==> src/rtl/ps2_key_tracker.sv <==
// PS/2 keyboard front end: filtered frame receiver, E0/F0 prefix
// decoder, held-key table and first-word-fall-through event FIFO.
module ps2_key_tracker #(
  parameter int FILTER_LEN = 8,
  parameter int NUM_KEYS = 4,
  parameter logic [NUM_KEYS*8-1:0] KEY_CODES =
    {8'h1d, 8'h1b, 8'h23, 8'h1c},
  parameter logic [NUM_KEYS-1:0] KEY_EXT = '0,
  parameter int TIMEOUT_CYCLES = 50000,
  parameter int FIFO_DEPTH = 4
) (
  input  logic                clk,
  input  logic                reset,
  input  logic                ps2c,
  input  logic                ps2d,
  output logic [NUM_KEYS-1:0] key_held,
  output logic                event_valid,
  output logic [7:0]          event_code,
  output logic                event_ext,
  output logic                event_break,
  input  logic                event_ready,
  output logic                parity_err,
  output logic                frame_err,
  output logic                overflow
);

  localparam int AW = $clog2(FIFO_DEPTH);
  localparam int WW = $clog2(TIMEOUT_CYCLES);
  localparam logic [WW-1:0] TO_LAST = WW'(TIMEOUT_CYCLES - 1);

  typedef enum logic {IDLE, RX} state_t;

  logic [1:0]            c_sync;
  logic [1:0]            d_sync;
  logic [FILTER_LEN-1:0] filt;
  logic                  fclk;
  logic                  fall;

  state_t                state;
  logic [3:0]            cnt;
  logic [8:0]            shreg;
  logic [WW-1:0]         wd;
  logic [WW-1:0]         wd_next;
  logic                  byte_valid;
  logic [7:0]            byte_data;

  logic                  ext_f;
  logic                  brk_f;
  logic                  is_e0;
  logic                  is_f0;
  logic                  ev_valid;
  logic [7:0]            ev_code;
  logic                  ev_ext;
  logic                  ev_brk;

  logic [9:0]            mem [FIFO_DEPTH];
  logic [AW-1:0]         wp;
  logic [AW-1:0]         rp;
  logic [AW:0]           count;
  logic                  full;
  logic                  pop;
  logic                  push;

  // fclk only moves once the filter window is unanimous
  always_ff @(posedge clk) begin
    if (reset) begin
      c_sync <= 2'b11;
      d_sync <= 2'b11;
      filt   <= '1;
      fclk   <= 1'b1;
      fall   <= 1'b0;
    end else begin
      c_sync <= {c_sync[0], ps2c};
      d_sync <= {d_sync[0], ps2d};
      filt   <= {filt[FILTER_LEN-2:0], c_sync[1]};
      fall   <= 1'b0;
      if (&filt) begin
        fclk <= 1'b1;
      end else if (~|filt) begin
        fclk <= 1'b0;
        fall <= fclk;
      end
    end
  end

  assign wd_next = wd + 1'b1;

  always_ff @(posedge clk) begin
    if (reset) begin
      state      <= IDLE;
      cnt        <= '0;
      shreg      <= '0;
      wd         <= '0;
      byte_valid <= 1'b0;
      byte_data  <= '0;
      parity_err <= 1'b0;
      frame_err  <= 1'b0;
    end else begin
      byte_valid <= 1'b0;
      parity_err <= 1'b0;
      frame_err  <= 1'b0;
      unique case (state)
        IDLE: begin
          wd <= '0;
          if (fall) begin
            if (d_sync[1]) begin
              frame_err <= 1'b1;
            end else begin
              cnt   <= 4'd10;
              state <= RX;
            end
          end
        end
        RX: begin
          if (fall) begin
            wd    <= '0;
            shreg <= {d_sync[1], shreg[8:1]};
            cnt   <= cnt - 4'd1;
            // shreg holds d0..d7 then parity; this fall is the stop bit
            if (cnt == 4'd1) begin
              state <= IDLE;
              if (!d_sync[1]) begin
                frame_err <= 1'b1;
              end else if (!(^shreg)) begin
                parity_err <= 1'b1;
              end else begin
                byte_valid <= 1'b1;
                byte_data  <= shreg[7:0];
              end
            end
          end else if (wd_next == TO_LAST) begin
            frame_err <= 1'b1;
            state     <= IDLE;
          end else begin
            wd <= wd_next;
          end
        end
        default: ;
      endcase
    end
  end

  assign is_e0 = byte_data == 8'he0;
  assign is_f0 = byte_data == 8'hf0;

  always_ff @(posedge clk) begin
    if (reset) begin
      ext_f    <= 1'b0;
      brk_f    <= 1'b0;
      ev_valid <= 1'b0;
      ev_code  <= '0;
      ev_ext   <= 1'b0;
      ev_brk   <= 1'b0;
    end else begin
      ev_valid <= 1'b0;
      unique case (1'b1)
        parity_err | frame_err: begin
          ext_f <= 1'b0;
          brk_f <= 1'b0;
        end
        byte_valid & is_e0: ext_f <= 1'b1;
        byte_valid & is_f0: brk_f <= 1'b1;
        byte_valid & ~is_e0 & ~is_f0: begin
          ev_valid <= 1'b1;
          ev_code  <= byte_data;
          ev_ext   <= ext_f;
          ev_brk   <= brk_f;
          ext_f    <= 1'b0;
          brk_f    <= 1'b0;
        end
        default: ;
      endcase
    end
  end

  always_ff @(posedge clk) begin
    if (reset) begin
      key_held <= '0;
    end else if (ev_valid) begin
      for (int i = 0; i < NUM_KEYS; i++) begin
        if (ev_code == KEY_CODES[8*i +: 8] &&
            ev_ext == KEY_EXT[i]) begin
          key_held[i] <= ~ev_brk;
        end
      end
    end
  end

  assign full        = count == (AW+1)'(FIFO_DEPTH);
  assign event_valid = count != '0;
  assign pop         = event_valid & event_ready;
  assign push        = ev_valid & (~full | pop);

  assign {event_code, event_ext, event_break} =
    event_valid ? mem[rp] : 10'd0;

  always_ff @(posedge clk) begin
    if (push) begin
      mem[wp] <= {ev_code, ev_ext, ev_brk};
    end
  end

  always_ff @(posedge clk) begin
    if (reset) begin
      wp       <= '0;
      rp       <= '0;
      count    <= '0;
      overflow <= 1'b0;
    end else begin
      overflow <= ev_valid & full & ~pop;
      if (push) begin
        wp <= wp + 1'b1;
      end
      if (pop) begin
        rp <= rp + 1'b1;
      end
      unique case ({push, pop})
        2'b10:   count <= count + 1'b1;
        2'b01:   count <= count - 1'b1;
        default: ;
      endcase
    end
  end

endmodule

==> config.mk <==
export PLATFORM = sky130hd
export DESIGN_NAME = ps2_key_tracker
export DESIGN_NICKNAME = d
export VERILOG_FILES = /design/src/rtl/ps2_key_tracker.sv
export SDC_FILE = /design/constraint.sdc
export NUM_CORES = 1
export LEC_CHECK = 0
export BUFFER_PORTS_ARGS = -buffer_cell sky130_fd_sc_hd__buf_2
export CORE_AREA = 5 5 98 146
export CTS_BUF_LIST = sky130_fd_sc_hd__clkbuf_16
export CTS_CLUSTER_DIAMETER = 120
export DETAILED_ROUTE_END_ITERATION = 7
export DIE_AREA = 0 0 103 151
export SYNTH_ARGS = -nofsm -noshare
export SYNTH_HDL_FRONTEND = slang
export SYNTH_SLANG_ARGS = --single-unit
==> constraint.sdc <==
create_clock -name clk -period 2.65 [get_ports clk]
set_input_delay 0.3975 -clock clk [delete_from_list [all_inputs] [get_ports clk]]
set_output_delay 0.3975 -clock clk [all_outputs]
set_load 0.02 [all_outputs]
Yosys cells after proc, flatten, opt, wreduce, memory -nomap -nowiden --
Memory sizes are Yosys's and may differ from the RTL's. A register that Yosys moved wholly into a read port is not among the register bits. Index checks and enable logic that the tools add are counted. W data, S select, Z words.
Storage, ports and cells: register bits after elaboration 80, RAM bits 40, output and inout bits 18, logic and storage cells 121, memories 1
Memory list:
- mem | words 4, bits a word 10, read ports 1, clocked after memory_dff 1, write ports 1, RTL line 56 | logic [9:0] mem [FIFO_DEPTH];
Cells by class: add/sub/neg operators 6, equal/unequal tests 15, mux-type cells 30, bitwise gates (word level) 20, reduce and logical (&&, ||, !) cells 22
Operators by type and width (number):
- $mux W16 | 2
- $pmux W16 S2 | 1
- $eq A8 B5 Y1 const B | 3
- $add A16 B1 Y16 const B | 1
- $eq A16 B16 Y1 const B | 1
- $eq A8 B8 Y1 const B | 2
- $mux W1 | 15
- $mux W4 | 3
- $mux W10 | 1
- $not A1 Y1 | 10
- $reduce_and A2 Y1 | 5
- $reduce_or A10 Y1 | 1
- $reduce_xor A9 Y1 | 1
- $and A1 B1 Y1 | 8
- $eq A8 B6 Y1 const B | 1
- $pmux W1 S2 | 4
- $pmux W4 S2 | 1
- $reduce_and A8 Y1 | 1
- $reduce_or A8 Y1 | 1
- $ne A2 B2 Y1 const B | 3
- $pmux W3 S2 | 1
- $reduce_bool A2 Y1 | 3
- $reduce_and A5 Y1 | 1
- $reduce_or A5 Y1 | 1
- other kinds (15) | 22

Logic depth before layout (Yosys ltp) --
depth in word-level cells 6, gate-level depth with buffers 9

Least setup slack after synthesis --
No wires, ideal clock.
path type input-to-reg, from in event_ready, to reg count[2], setup time 70 ps, arrival 2479 ps, setup slack 101 ps, stages on the path 9, buffers on the path 0, path through or4b_2 -> and2_1 -> inv_1 -> ha_1 -> inv_1 -> fa_1 -> xor2_1 -> or3_1 -> a21oi_1
Between the ends: cells in the longest elaborated chain, start to end 5, elaborated cells between the ends (all ways) 7, classes of those cells 2 x eq/ne; 1 x mux; 3 x bitwise; 1 x reduce/logical
RTL lines:
- start, declared | RTL line 21 | input logic event_ready,
- $and A1 B1 Y1 (*) | RTL line 191 | assign pop = event_valid & event_ready;
- $or A1 B1 Y1 | RTL line 192 | assign push = ev_valid & (~full | pop);
- $and A1 B1 Y1 | RTL line 192
- $eq A2 B1 Y1 or $eq A2 B2 Y1 (tied branches) | RTL line 217 | unique case ({push, pop})
- $pmux W3 S2 or $reduce_bool A2 Y1 (tied branches)
- end signal, assigned | RTL line 218 | 2'b10: count <= count + 1'b1;
- end signal, assigned | RTL line 219 | 2'b01: count <= count - 1'b1;
- end, declared | RTL line 59 | logic [AW:0] count;
Every way passes the cells marked *; elsewhere a longest branch is shown, timed or not. A chain may end at the register's enable or synchronous reset.

Final worst setup path --
from reg count[0], to reg count[2]
Between the ends: cells in the longest elaborated chain, start to end 6, elaborated cells between the ends (all ways) 12, classes of those cells 2 x add/sub; 3 x eq/ne; 1 x mux; 4 x bitwise; 2 x reduce/logical
RTL lines (RTL line):
- $reduce_bool A3 Y1 or $eq A3 B3 Y1 (tied branches) | 190, 189
- $and A1 B1 Y1 or $not A1 Y1 (tied branches) | 191, 192
- $or A1 B1 Y1 | 192
- $and A1 B1 Y1 | 192
- $eq A2 B1 Y1 or $eq A2 B2 Y1 (tied branches) | 217
- $pmux W3 S2 or $reduce_bool A2 Y1 (tied branches)
Parallel ways exist; a longest one is shown, timed or not.

==> results.yml <==
synthesis:
  synthTopCellsByArea: "dfxtp_1, edfxtp_1, mux4_2"
  ys_types: 55
  synth_nets: 466
  synth_top_area_share_pct: 32.8
  synth_edf_count: 40
  avgSynthCellArea_um2: 11.1
  synth-seq-cells: 122
  synth.cell_area_mm2: 0.00501
  ys_warn_count: 0
  synth_largest_area_cell: "dfxtp_1"
  synth_ff_type: "dfxtp_1"
  postSynth.asyncResetShare_pct: 0
  synthCells: 451
  ys_seq_area_share_pct: 56.7
timing:
  maxSlewViolCount: 0
  period_share_pct: 95.3
  slew_headroom_pct: 51.8
  skew_ns: 0.0106
  period_needed_ns: 2.53
  finalSetupViolCount: 0
  hold_viol_final: 0
  worst_slew_pin_slew_ns: 0.713
  fmax_ghz: 0.396
  fin_ws_ns: 0.125
  whs_ns: 0.180
  rsz0062_at_grt: "no"
finish:
  fin_nets: 504
  area_growth_pct: 18.3
  fillers: 1225
  final_cells: 661
  diodes: 0
  stdcell_area_mm2: 0.00593
  drive_above_1_share_pct: 20.7
worst_setup_path:
  required_ns: 2.98
  endpoint: "count[2]"
  reg2reg_from: "count[0]"
  path_max_fanout: 4
  r2r-end: "count[2]"
  crit_start: "count[0]"
  cp.arrival_ns: 2.86
  crit_type: "flip-flop to flip-flop"
  critPathCaptureType: "flip-flop"
  cp-start-kind: "flip-flop"
  rr_worst_depth: 9
  rrSetupSlack_ns: 0.12
floorplan:
  dieArea_mm2: 0.0156
  fp.dieW_um: 103
  rows: 51
  coreArea_mm2: 0.0129
  die_h_um: 151
  io_pins: 23
  start_util_pct: 38.9
placement:
  dpl.hpwl_um: 6550
  post-place-ws_ns: -0.0281
  dp.cells: 629
  place_congestion: 0.784
  placed_cell_area_mm2: 0.00534
  port_buffers: 22
job:
  max-cap-violations: 0
worst_hold_path:
  hp-class: "primary input to flip-flop"
power_and_ir_drop:
  intPower_mw: 3.30
  combPwrFrac_pct: 0.6
  power_leakage_nw: 2.18
  p_clk_share_pct: 52.6
  p_sw_share_pct: 19.8
  power_mw: 4.11
  ir_drop_mv: 0.401
  p_switching_mw: 0.815
  powerDensity_mw_per_mm2: 694
  seq_power_share_pct: 46.8
detailed_routing:
  viasPerCell: 5.01
  firstDrtPassIters: 4
  routed-via-count: 3312
  drtAntennaViolNets: 0
  drc: 0
  wirelength_um: 9390
  wl_per_cell_um: 14.2
  drtIter0Drc: 113
grt:
  grt_pass1_vias: 3367
  grt_first_pass_wirelength_um: 15900
  grt_max_degree: 36
  met1_usage_pct: 14.2
  overflow: 0
  busiest_layer: "met2"
  use_met2_pct: 23.9
  antenna_found_initial: 0
  grtUsageMet3_pct: 3.46
  grt.total_usage_pct: 13.2
clocking:
  cts_resized: 0
  cts_sinks: 122
  cts-root-buf: "clkbuf_16"
  tritoncts: "yes"
  cts_buffers: 17
  hold_buffers: 0
  post_cts_buffers: 0
  cts_buffer_depth: 2
  clk_latency_ns: 0.41
  path_clk_slew_ns: 0.05
  h-tree-depth: 4
run_status:
  status: "completed"
[per-layer routing]
metal  share of wire [%]  up-vias  wire (um)
met4                 1.4        0        136
met2                  55       59       5140
met1                  41     1584       3810
li1                    -     1657          -
met3                 3.2       12        301
met5                   0        -          0
[power groups by stage]
stage	clock network, mW	logic (mW)	registers, mW
detailed placement	0	0.0259	1.96
floorplan	0	0.0206	1.96
global placement	0	0.0255	1.96
global route	2.30	0.0293	1.92
CTS	2.21	0.0258	1.92
finish	2.16	0.0250	1.93
[area by class of cell]
class	instances	area, um^2	area share (%)
flip-flops and latches	122	2840	48.0
multi-input cells	293	2020	34.1
clock buffers	17	425	7.18
repair buffers	39	238	4.01
well taps	159	199	3.36
clock inverters	15	138	2.32
inverters	16	60.1	1.01
[worst min-delay path by stage]
| stage | from | end | slack, ns | cells after the start |
|---|---|---|---|---|
| after global routing | ps2c | c_sync[0] | 0.17 | 2 |
| after floorplan | c_sync[0] | c_sync[1] | 0.39 | 1 |
| final | ps2c | c_sync[0] | 0.18 | 2 |
| after detailed placement | c_sync[1] | filt[0] | 0.39 | 1 |
| after global placement | c_sync[1] | filt[0] | 0.39 | 1 |
| after CTS | ps2d | d_sync[0] | 0.16 | 2 |
[state kept, by name, indices dropped and copies added, names as in the netlist, 2 cells and up, named ones only]
name	count
cnt	4
wd	16
d_sync	2
rp	2
shreg	9
filt	8
c_sync	2
wp	2
ev_code	8
mem	40
byte_data	8
count	3
key_held	4
[worst max-delay path, stage by stage, from the launching register on]
cell and delay (ns):
dfxtp_1 0.33, or4b_2 0.69, and2_1 0.20, inv_1 0.07, ha_1 0.17, inv_1 0.06
fa_2 0.34, xor2_1 0.15, or3_1 0.30, a21oi_1 0.14
[cells by family after synthesis]
group | after synthesis | synth area share (%)
DFF | 122 | 56.7
adders and majority gates | 10 | 2.65
and+or+nand+nor | 183 | 19.0
buffers and inverters | 36 | 3.55
xor gates and xnor gates | 27 | 4.99
AOI/OAI and AO/OA | 48 | 5.64
muxes | 25 | 7.49
[synthesized netlist by cell type, drive strengths merged (3+ instances only)]
library cell / instances
dfxtp: 82
nand2: 52
nor2: 42
edfxtp: 40
a21oi: 25
clkbuf: 17
inv: 16
mux2i: 15
and2: 14
xnor2: 14
or2: 13
xor2: 12
mux4: 10
nand3: 10
ha: 9
o21ai: 9
nand4: 8
and3: 7
nor3: 7
or3: 5
a211oi: 3
a311oi: 3
buf: 3
nand2b: 3
nor3b: 3
nor4: 3
or4b: 3
[placed cells by master, fill, tap and decap left out, types with 3 or more instances in the layout]
cell type	Yosys	routed
a211oi_1	3	3
a21oi_1	25	25
a311oi_1	3	3
and2_1	13	13
and3_1	5	5
buf_2	0	22
buf_4	1	17
clkbuf_16	0	17
clkinv_2	0	5
clkinv_4	0	3
dfxtp_1	82	82
edfxtp_1	40	40
ha_1	9	9
inv_1	16	18
mux2i_1	15	15
mux4_2	10	10
nand2_1	52	52
nand2b_1	3	3
nand3_1	10	10
nand4_1	7	7
nor2_1	42	42
nor3_1	7	7
nor3b_1	3	3
nor4_1	3	3
o21ai_0	8	8
or2_2	13	13
or3_1	3	3
xnor2_1	14	14
xor2_1	12	12
[per-stage QoR]
| stage | utilization (%) | TNS [ns] |
|---|---|---|
| 3_5_place_dp | 41.4 | -0.0281 |
| 6_report | 46.0 | 0 |
| 4_1_cts | 45.8 | 0 |
| 2_1_floorplan | - | 0 |
| 3_3_place_gp | 41.4 | 0 |
| 5_1_grt | 46.0 | 0 |
(Power assumes the default switching activity.)
